$ cat src/rtl/sequenciador_pkg.sv
// pacote_sequenciador: shared definitions for the sequenciador control FSM.
//   - state encoding (3-bit localparams)
//   - legal opcode constants, shared with the control decoder
//   - pc_src encodings
//   - controle_t: bundle of the control strobes driven by the FSM
//   - opcode_legal(): membership test against the supported opcode set
package pacote_sequenciador;

    localparam logic [2:0] ST_IDLE      = 3'd0;
    localparam logic [2:0] ST_FETCH     = 3'd1;
    localparam logic [2:0] ST_DECODE    = 3'd2;
    localparam logic [2:0] ST_EXECUTE   = 3'd3;
    localparam logic [2:0] ST_MEMORY    = 3'd4;
    localparam logic [2:0] ST_WRITEBACK = 3'd5;
    localparam logic [2:0] ST_HALT      = 3'd6;

    localparam logic [6:0] OP_R      = 7'b0110011;
    localparam logic [6:0] OP_I      = 7'b0010011;
    localparam logic [6:0] OP_LOAD   = 7'b0000011;
    localparam logic [6:0] OP_STORE  = 7'b0100011;
    localparam logic [6:0] OP_SUBI   = 7'b0011111;
    localparam logic [6:0] OP_JAL    = 7'b1101111;
    localparam logic [6:0] OP_JALR   = 7'b1100111;
    localparam logic [6:0] OP_BRANCH = 7'b1100011;
    localparam logic [6:0] OP_AUIPC  = 7'b0010111;

    localparam logic [1:0] PC_SRC_SEQ = 2'b00;  // PC + 4
    localparam logic [1:0] PC_SRC_IMM = 2'b01;  // PC + imm_ext
    localparam logic [1:0] PC_SRC_ULA = 2'b10;  // ULA result (jalr)

    typedef struct packed {
        logic       mem_req;
        logic       mem_we;
        logic       mem_sel_addr;
        logic       ir_load;
        logic       pc_load;
        logic [1:0] pc_src;
        logic       reg_write;
        logic       instret;
    } controle_t;

    function automatic logic opcode_legal(input logic [6:0] op);
        logic ok;
        case (op)
            OP_R, OP_I, OP_LOAD, OP_STORE, OP_SUBI,
            OP_JAL, OP_JALR, OP_BRANCH, OP_AUIPC: ok = 1'b1;
            default:                              ok = 1'b0;
        endcase
        return ok;
    endfunction

endpackage

$ cat src/rtl/sequenciador_contador_espera.sv
// contador_espera: counts cycles spent waiting for mem_ready.
//   clk     : clock
//   reset   : synchronous active-high reset
//   clear   : zero the count (has priority over enable)
//   enable  : one more waiting cycle elapsed without mem_ready
//   expired : high in the waiting cycle that brings the count to TIMEOUT
module contador_espera #(
    parameter int unsigned TIMEOUT = 255
) (
    input  logic clk,
    input  logic reset,
    input  logic clear,
    input  logic enable,
    output logic expired
);

    // The TIMEOUT-th waiting cycle is the one that sees count == TIMEOUT-1.
    localparam logic [7:0] LIMIT = 8'(TIMEOUT - 1);

    logic [7:0] count_r;

    // Wait-cycle counter.
    always_ff @(posedge clk) begin
        if (reset) begin
            count_r <= 8'd0;
        end else if (clear) begin
            count_r <= 8'd0;
        end else if (enable) begin
            count_r <= count_r + 8'd1;
        end else begin
            count_r <= count_r;
        end
    end

    assign expired = enable && (count_r == LIMIT);

endmodule

$ cat src/rtl/sequenciador.sv
// sequenciador: multi-cycle control FSM (IDLE/FETCH/DECODE/EXECUTE/MEMORY/
// WRITEBACK/HALT) for a small RISC-V-like datapath.
//   inputs : clk, reset (sync, active-high), start, parar, opcode[6:0],
//            ula_flag, mem_ready
//   outputs: mem_req, mem_we, mem_sel_addr, ir_load, pc_load, pc_src[1:0],
//            reg_write, instret, ocupado, erro
// Strobes are Mealy: they decode from the state plus mem_ready, ula_flag
// and opcode so ir_load/instret land in the same cycle as the event.
module sequenciador
    import pacote_sequenciador::*;
#(
    parameter int unsigned TIMEOUT = 255
) (
    input  logic       clk,
    input  logic       reset,
    input  logic       start,
    input  logic       parar,
    input  logic [6:0] opcode,
    input  logic       ula_flag,
    input  logic       mem_ready,
    output logic       mem_req,
    output logic       mem_we,
    output logic       mem_sel_addr,
    output logic       ir_load,
    output logic       pc_load,
    output logic [1:0] pc_src,
    output logic       reg_write,
    output logic       instret,
    output logic       ocupado,
    output logic       erro
);

    logic [2:0] state_r;
    logic [2:0] next_s;
    logic [2:0] retire_s;
    logic       waiting_s;
    logic       expired_s;
    logic       is_load_s;
    logic       is_store_s;
    controle_t  ctl_s;

    assign is_load_s  = (opcode == OP_LOAD);
    assign is_store_s = (opcode == OP_STORE);
    assign retire_s   = parar ? ST_IDLE : ST_FETCH;
    assign waiting_s  = (state_r == ST_FETCH) || (state_r == ST_MEMORY);

    // Clearing whenever we are not waiting (or the request completes) means
    // the count is always zero on entry to FETCH or MEMORY.
    contador_espera #(.TIMEOUT(TIMEOUT)) u_contador_espera (
        .clk     (clk),
        .reset   (reset),
        .clear   (!waiting_s || mem_ready),
        .enable  (waiting_s && !mem_ready),
        .expired (expired_s)
    );

    // State register; reset overrides every other transition.
    always_ff @(posedge clk) begin
        if (reset) begin
            state_r <= ST_IDLE;
        end else begin
            state_r <= next_s;
        end
    end

    // Next-state logic.
    always_comb begin
        next_s = state_r;
        case (state_r)
            ST_IDLE: begin
                if (start) next_s = ST_FETCH;
                else       next_s = ST_IDLE;
            end
            ST_FETCH: begin
                if (mem_ready)      next_s = ST_DECODE;
                else if (expired_s) next_s = ST_HALT;
                else                next_s = ST_FETCH;
            end
            ST_DECODE: begin
                if (opcode_legal(opcode)) next_s = ST_EXECUTE;
                else                      next_s = ST_HALT;
            end
            ST_EXECUTE: begin
                if (is_load_s || is_store_s)  next_s = ST_MEMORY;
                else if (opcode == OP_BRANCH) next_s = retire_s;
                else                          next_s = ST_WRITEBACK;
            end
            ST_MEMORY: begin
                if (mem_ready && is_store_s) next_s = retire_s;
                else if (mem_ready)          next_s = ST_WRITEBACK;
                else if (expired_s)          next_s = ST_HALT;
                else                         next_s = ST_MEMORY;
            end
            ST_WRITEBACK: next_s = retire_s;
            ST_HALT:      next_s = ST_HALT;
            default:      next_s = ST_HALT;   // unreachable encodings fault
        endcase
    end

    // Control strobe decode.
    always_comb begin
        ctl_s = '0;
        case (state_r)
            ST_FETCH: begin
                ctl_s.mem_req = 1'b1;
                if (mem_ready) ctl_s.ir_load = 1'b1;
                else           ctl_s.ir_load = 1'b0;
            end
            ST_EXECUTE: begin
                if (opcode == OP_BRANCH) begin
                    ctl_s.pc_load = 1'b1;
                    ctl_s.instret = 1'b1;
                    ctl_s.pc_src  = ula_flag ? PC_SRC_IMM : PC_SRC_SEQ;
                end else begin
                    ctl_s.pc_load = 1'b0;
                end
            end
            ST_MEMORY: begin
                ctl_s.mem_req      = 1'b1;
                ctl_s.mem_sel_addr = 1'b1;
                ctl_s.mem_we       = is_store_s;
                if (mem_ready && is_store_s) begin
                    ctl_s.pc_load = 1'b1;
                    ctl_s.pc_src  = PC_SRC_SEQ;
                    ctl_s.instret = 1'b1;
                end else begin
                    ctl_s.pc_load = 1'b0;
                end
            end
            ST_WRITEBACK: begin
                ctl_s.reg_write = 1'b1;
                ctl_s.pc_load   = 1'b1;
                ctl_s.instret   = 1'b1;
                if (opcode == OP_JAL)       ctl_s.pc_src = PC_SRC_IMM;
                else if (opcode == OP_JALR) ctl_s.pc_src = PC_SRC_ULA;
                else                        ctl_s.pc_src = PC_SRC_SEQ;
            end
            default: ctl_s = '0;   // IDLE, DECODE, HALT drive nothing
        endcase
    end

    assign mem_req      = ctl_s.mem_req;
    assign mem_we       = ctl_s.mem_we;
    assign mem_sel_addr = ctl_s.mem_sel_addr;
    assign ir_load      = ctl_s.ir_load;
    assign pc_load      = ctl_s.pc_load;
    assign pc_src       = ctl_s.pc_src;
    assign reg_write    = ctl_s.reg_write;
    assign instret      = ctl_s.instret;
    assign ocupado      = (state_r != ST_IDLE) && (state_r != ST_HALT);
    assign erro         = (state_r == ST_HALT);

endmodule

$ cat config.mk
export PLATFORM = sky130hd
export DESIGN_NAME = sequenciador
export DESIGN_NICKNAME = d
export VERILOG_FILES = /design/src/rtl/sequenciador_pkg.sv /design/src/rtl/sequenciador_contador_espera.sv /design/src/rtl/sequenciador.sv
export SDC_FILE = /design/constraint.sdc
export NUM_CORES = 1
export LEC_CHECK = 0
export ABC_AREA = 1
export BUFFER_PORTS_ARGS = -buffer_cell sky130_fd_sc_hd__buf_2
export CAP_MARGIN = 0
export CORE_MARGIN = 2
export CORE_UTILIZATION = 49
export CTS_CLUSTER_DIAMETER = 150
export DETAILED_ROUTE_END_ITERATION = 6
export GPL_TIMING_DRIVEN = 0
export PLACE_DENSITY_LB_ADDON = 0.25
export SLEW_MARGIN = 20
export SYNTH_ARGS = -nofsm -noshare
export SYNTH_HDL_FRONTEND = slang
export SYNTH_SLANG_ARGS = --single-unit
export TNS_END_PERCENT = 20
$ cat constraint.sdc
create_clock -name clk -period 1.55 [get_ports clk]
set_input_delay 0.31 -clock clk [delete_from_list [all_inputs] [get_ports clk]]
set_output_delay 0.31 -clock clk [all_outputs]
set_load 0.02 [all_outputs]
==> metrics list, run 1 <==
- The via count of the first global-routing pass was 736.
- The number of antenna violations at the first check in global routing was 0.
- Placed Area: 934.6 um2
* Final Net Count: 168
- From bottom edge to top edge, the die measures 44.01 um.
- Library cell with the highest instance count after synthesis: nand2_1
* Total power divided by cell area: 734.6 mW/mm2
- Once routing completed, OpenROAD measured the worst setup slack at -131.8 ps.
- Per report_power, the clock group accounts for 24.6% of the total.
* Routed wire length on met3: 127 um
- Synth async-reset ratio: 0%
* Sequential cell area fraction in the yosys report: 28.07%
* Violations in the final reports: negative setup slack
* Max FO, Critical Path: 4
- Final hold vios: 0
* Syn. warnings: 0
* Worst hold path class: primary input to register
- Maximum cell stage delay along the critical path: 380 ps
- Tot GR Track Use: 22.22%
* Clock buffers created by TritonCTS: 3
- Area of all placed cells without fillers: 0.001072 mm2
- For the final database, setup skew stands at 2.883 ps.
- Max-cap violations in this run came to 0.
- In this run the core area contains 14 standard-cell rows.
- Number of slew-limit violations in the final report: 0
- Wire length on met1: 845 um
- The floorplan step defined a core boundary enclosing 0.001506 mm2.
- Min Tclk post-route: 1682 ps
- Input and output buffers added on the ports amount to 23.
- In this run the top signal layer used is met4.
- 0 antenna diodes ended up in the layout.
- Post-Syn Instances: 120
- Summed over all nets, the switching power comes to 0.2800 mW.
* First-pass GRT wire length: 3174 um
- The run finished, with violations left.
* Worst IR drop on VDD: 527.5 uV
* Post-synth design cell area: 784.5 um2
* Worst Path Required: 1240 ps
* RSZ-0062 raised after global routing: true
- In the routed design, unresolved DRC markers number 0.
- Summed over all cells, the static leakage comes to 0.5036 nW.
- Clock transition time at the flip-flop clock pins of the worst setup and hold paths: 60 ps
* Number of buffers on the longest clock path: 2
* Clock sink count: 11
* Routability-driven placement congestion ratio: 0.7768
- Crit path kind: register to primary output
- Switching Share: 35.54%
- Wire segments on met2 add up to 952 um in the final route.
- After synthesis, the largest area contributor takes up 28.07% of total cell area.
* Die Footprint: 0.001937 mm2
* Number of flops mapped to enable cells by yosys: 0
- Via count of the routed design: 873
- Measured on the finished design, the core utilization comes to 71.18%.
* Remaining number of nets flagged by the antenna check after routing: 0
- Filler Cell Count: 135
- Portion of total power attributed to sequential cells: 41.2%
- Sum of internal, switching and leakage power: 0.7877 mW
- Detailed placement ended at an HPWL of 1431 um.
- The worst setup path is launched from a register.
- Wire length per cell after detailed routing: 11.62 um
- Post-synth top cells: nand2_1 (22), nor2_1 (20), inv_1 (19), nand3_1 (13), dfxtp_1 (11)
- Level count of the clock H-tree: 1
- The first detailed-routing pass ran for 4 iterations.
* Setup violation total in the final timing report: 5
- Internal cell power: 0.5077 mW
* Total routed wirelength: 1952 um
- Post-synth top flop: dfxtp_1
- The initial utilization of the core area, before any placement, comes to 52.08%.
- The later pin in the worst-skew pair is clocked with a latency of 270 ps.
- Pin count of the biggest net entering global routing: 10
* Die X-Extent: 44.01 um
* CTS tree: done
- After synthesis, the netlist uses 27 different library cells.
- Comb power frac: 34.2%
- STA classifies the critical path endpoint as a primary output.
* Via count normalized by instance count: 5.196
* Minimum setup slack after placement: 3.373 ps
- Flops & latches, synth: 11
- Maximum frequency from static timing analysis: 594.6 MHz
- Syn_nets: 135
* Syn avg cell area: 6.538 um2
- After synthesis, the cell types taking the most area are dfxtp_1 (28%), nand2_1 (11%), nor2_1 (9.6%), inv_1 (9.1%), nand3_1 (8.3%).
* Count of routing violations after the opening detailed-route iteration: 22
- Slew @ Worst Pin: 279.2 ps
* Synth-to-layout area growth: 36.68%
- Traced cell by cell, the critical path runs through inv_4 > nor3_4 > nand4_1 > o22ai_2 > buf_6.
- Worst endpoint data arrival time: 1370 ps
- After layout, the worst path uses 108.5% of the clock period.
- The cell sitting at the root of the clock tree is a clkbuf_4.
- For this run the aggregate overflow at the end of global routing stands at 0.
- Slew headroom: 81.32%
- The largest individual stage delay along the critical path comes from the cell dfxtp_4.
* Synth area leader: dfxtp_1
* Share of post-route cells with drive strength above 1: 35.53%
- 24 I/O pins were placed.
[layout by cell type (no fill, tap or decap)]
master	count
nor2_1	17
o22ai_2	1
o21a_1	1
nand3_4	1
dfxtp_1	8
clkbuf_1	1
ha_1	2
nor3_4	1
nand3_2	2
inv_2	2
nor2_2	3
xor2_1	3
o21ai_0	2
buf_2	15
inv_1	17
buf_4	10
xnor2_1	1
a21boi_0	1
dfxtp_4	3
nor3_2	1
nand4_1	4
buf_6	4
nor2_4	3
nand2_2	1
a21oi_1	5
a31oi_1	2
inv_4	1
a21oi_2	1
nand2_1	22
nand2_4	1
nand3_1	12
nor3b_2	1
clkbuf_4	3
[what timing repair did]
| action | 4_1_cts | 5_1_grt |
|---|---|---|
| setup buffers | 5 | 0 |
| setup endpoints to repair | 8 | 8 |
| hold buffers | 0 | 0 |
| gates resized for setup | 21 | 6 |
| pin swaps | 4 | 4 |
[cells by family after synthesis]
family / Yosys count / synth area share, %
AOI/OAI and AO/OA: 13 / 9.889
xor gates and xnor gates: 4 / 4.467
adders and majority gates: 2 / 3.189
buffers and inverters: 21 / 10.53
DFF: 11 / 28.07
and+or+nand+nor: 69 / 43.86
[power groups by stage]
stage	Sequential [mW]	Combinational (mW)	Clock, mW
floorplan	0.319	0.153	0
global placement	0.322	0.212	0
detailed placement	0.323	0.218	0
CTS	0.324	0.252	0.201
global route	0.327	0.292	0.213
finish	0.325	0.269	0.194
[per-stage QoR]
step	cells	TNS [ps]	hold WS, ps
finish	168	-487.2	203.5
floorplan	120	0	382.4
detailed placement	159	0	460.5
global route	168	-923.6	208.9
global placement	159	0	450.6
CTS	168	-419.1	195.2
[final timing paths]
check | startpoint | end | cells past startpoint | slack, ps
max | state_r[2] | pc_src[0] | 5 | -130
min | reset | state_r[0] | 2 | 200
max reg2reg | state_r[2] | state_r[2] | 8 | 260
min reg2reg | u_contador_espera.count_r[0] | u_contador_espera.count_r[0] | 1 | 480
[routing by layer]
layer / GRT usage, % / vias to the layer above
met5: 0 / -
li1: - / 451
met3: 6.122 / 4
met2: 36.47 / 33
met1: 27.66 / 385
met4: 8.485 / 0
[area by class of cell]
class                      instances  area, um2  share of cell area [%]
buffer                             1      7.507                  0.7001
clock buffer                       4      26.28                   2.450
sequential                        11      231.5                   21.59
inverter                          20      77.57                   7.235
multi-input combinational         88      521.8                   48.66
timing repair buffer              28      187.7                   17.50
tap                               16      20.02                   1.867
[worst max-delay path: cells and delay by family, from the launching register on]
kind	cells	cell delay, ps
AND/OR/NAND/NOR	2	380
AO/OA/AOI/OAI	1	150
buffers and inverters	2	190
flip-flops	1	380
[registers in the layout, summed over array words and instances, names as in the netlist]
| signal | cells |
|---|---|
| u_contador_espera.count_r | 8 |
| state_r | 3 |
No activity file was read; power rests on OpenSTA's default activity.
==> inputs of run 2 (changes only) <==
--- a/config.mk
+++ b/config.mk
@@ -8,9 +8,10 @@
 export ABC_AREA = 1
 export BUFFER_PORTS_ARGS = -buffer_cell sky130_fd_sc_hd__buf_2
 export CAP_MARGIN = 0
-export CORE_MARGIN = 2
+export CORE_MARGIN = 5
 export CORE_UTILIZATION = 49
 export CTS_CLUSTER_DIAMETER = 150
+export CTS_CLUSTER_SIZE = 14
 export DETAILED_ROUTE_END_ITERATION = 6
 export GPL_TIMING_DRIVEN = 0
 export PLACE_DENSITY_LB_ADDON = 0.25
==> metrics list, run 2 (synthesis gave the netlist of run 1 again) <==
- The run finished, with violations left.
- Violations in the final reports: negative setup slack
- The worst setup path is launched from a register.
- Cells along the critical path: inv_2 > nor3_4 > nand4_1 > o22ai_2 > buf_6
- Total routed wirelength: 1999 um (+2.4%)
* Placed cells: 159 (unchanged)
- The total core area is 0.001506 mm2 (unchanged).
* Number of slew-limit violations in the final report: 0 (unchanged)
* Worst endpoint data arrival time: 1340 ps (-30 ps)
* Pin count of the biggest net entering global routing: 10 (unchanged)
- The maximum fanout along the worst path came to 3 (-1).
- The total power came to 0.7961 mW (+1.1%).
- The minimum clock period was 1647 ps (-34.47 ps).
- The total half-perimeter wirelength after legalization and detailed placement came to 1423 um (-0.58%).
- Wire length per cell after detailed routing: 11.76 um (+1.2%)
* Total negative slack for setup checks: -271.5 ps (+215.6 ps)
* Final hold vios: 0 (unchanged)
- The number of antenna violations at the first check in global routing was 0 (unchanged).
- Commonest cells after routing, fill and taps aside: nand2_1 (21), inv_1 (18), nor2_1 (17)
* Source-to-sink clock delay at the later pin of the worst-skew pair: 260 ps (about the same)
- The global-route wire length before repair was 3118 um (-1.8%).
* Slew headroom: 80.80% (-0.52 points)
- Count of routing violations after the opening detailed-route iteration: 33 (+50%)
- The kind of cell with the highest combined delay along the critical path is simple AND/OR/NAND/NOR gates.
- Die span in y: 50.01 um (+14%)
- The minimum setup slack after placement was 4.667 ps (+1.294 ps).
- Filler Cell Count: 140 (+3.7%)
- Counting flops per register, the top entry is u_contador_espera.count_r.
- The combinational cell fraction of total power is 36.3% (+2.1 points).
* Setup Skew: 4.045 ps (+1.162 ps)
- Number of buffers inserted by port buffering: 23 (unchanged)
- Total power divided by cell area: 732.2 mW/mm2 (-0.33%)
* Maximum cell stage delay along the critical path: 350 ps (-30 ps)
* I/O pin count: 24 (unchanged)
- Clock transition time at the flip-flop clock pins of the worst setup and hold paths: 70 ps (about the same)
- Fraction of the cycle the final worst path needs: 106.3% (-2.2 points)
- Slew @ Worst Pin: 286.9 ps (+7.745 ps)
* Max FFs per register: 8 (unchanged)
- The cell-internal power is 0.5204 mW (+2.5%).
- The post-layout worst setup margin is -97.35 ps (+34.47 ps).
* Clock buffers created by TritonCTS: 3 (unchanged)
* Switching Share: 34.63% (-0.92 points)
* Most common cell after layout, fill and taps aside: nand2_1
- Non-filler instance count after layout: 170 (+1.2%)
- Share of post-route cells with drive strength above 1: 36.36% (+0.84 points)
* Portion of total power attributed to sequential cells: 40.2% (-1.0 points)
- The required time at the endpoint of the critical path came to 1240 ps (about the same).
- The critical path is of the register to primary output type.
* Total net switching power: 0.2757 mW (-1.5%)
* Via count normalized by instance count: 5.129 (-1.3%)
- The maximum vdd drop came to 484.4 uV (-8.2%).
- Number of buffers on the longest clock path: 2 (unchanged)
* Kind of capture point of the worst setup path: primary output
- Post-detailed-route DRC marker count: 0 (unchanged)
- The placed instance area is 934.6 um2 (unchanged).
- The placement row count was 14 (unchanged).
* Proportion of power drawn by the clock network: 23.5% (-1.1 points)
- The total of endpoints with negative setup slack in the final report came to 5 (unchanged).
- CTS placed an instance of clkbuf_4 at the clock tree root.
- Setup repair after global routing could not meet its margin everywhere.
* Via count of the first global-routing pass: 748 (+1.6%)
- The aggregate global-route resource usage came to 15.65% (-6.6 points).
- The clock sink total is 11 (unchanged).
- The depth of the CTS H-tree was 1 (unchanged).
* CTS tree: done
- The number of routed nets with antenna violations came to 0 (unchanged).
* Leading registers by flop count: u_contador_espera.count_r x8, state_r x3
- Routability-driven placement congestion ratio: 0.8314 (+7.0%)
- The min-delay analysis places its worst path in the category primary input to register.
- The reported leakage power is 0.5205 nW (+3.3%).
- From synthesis to final layout, the design area changed by 38.60%.
- The total number of vias was 872 (-0.11%).
- Maximum frequency from static timing analysis: 607.0 MHz (+2.1%)
* Antenna fix cells: 0 (unchanged)
- Area of all placed cells without fillers: 0.001087 mm2 (+1.4%)
- Count of TritonRoute iterations in the first routing pass: 4 (unchanged)
* Die X-Extent: 50.01 um (+14%)
- Starting density of the core: 52.08% (unchanged)
- The remaining global-route overflow is 0 (unchanged).
- Die Footprint: 0.002501 mm2 (+29%)
* Max Cap Viol: 0 (unchanged)
- Critical path buffer and inverter count: 2 (unchanged)
- Critical-path top delay cell: dfxtp_2
- Final Net Count: 170 (+1.2%)
run 2: worst paths after layout:
path	slack (ps)	from	to	depth (start not counted)
max reg2reg	310	u_contador_espera.count_r[0]	state_r[0]	9
max	-100	state_r[2]	pc_src[0]	5
min	210	reset	state_r[0]	2
min reg2reg	470	u_contador_espera.count_r[0]	u_contador_espera.count_r[0]	1
run 2: timing repair:
item	in CTS	in global routing
hold buffers	0	0
endpoints found under the setup margin	7	10
pin swaps	6	4
buffers inserted	6	1
gates resized for setup	16	10
run 2: power by group through the flow:
stage	Sequential, mW	Combinational [mW]	Clock (mW)
6_report	0.320	0.289	0.187
5_1_grt	0.322	0.315	0.216
4_1_cts	0.320	0.253	0.196
3_5_place_dp	0.323	0.216	0
3_3_place_gp	0.322	0.212	0
2_1_floorplan	0.319	0.153	0
run 2: per-layer routing:
layer	vias up	GRT usage, %	share of wire, %
met5	-	0	0
met4	0	3.930	0.70
met3	2	6.024	7.5
met2	34	24.06	49
met1	380	20.18	43
li1	456	-	-
run 2: area by class of cell:
cell class / count / area, um2 / share of cell area [%]
Multi-Input combinational cell: 88 / 524.3 / 48.22
Sequential cell: 11 / 229.0 / 21.06
Timing Repair Buffer: 30 / 205.2 / 18.87
Inverter: 20 / 75.07 / 6.905
Clock buffer: 4 / 26.28 / 2.417
Tap cell: 16 / 20.02 / 1.841
Buffer: 1 / 7.507 / 0.6905
run 2: per-stage QoR:
stage / hold WS, ps / util [%]
3_3_place_gp: 449.1 / 62.04
2_1_floorplan: 382.4 / -
5_1_grt: 197.4 / 72.18
4_1_cts: 199.0 / 69.60
3_5_place_dp: 456.4 / 62.04
6_report: 208.0 / 72.18
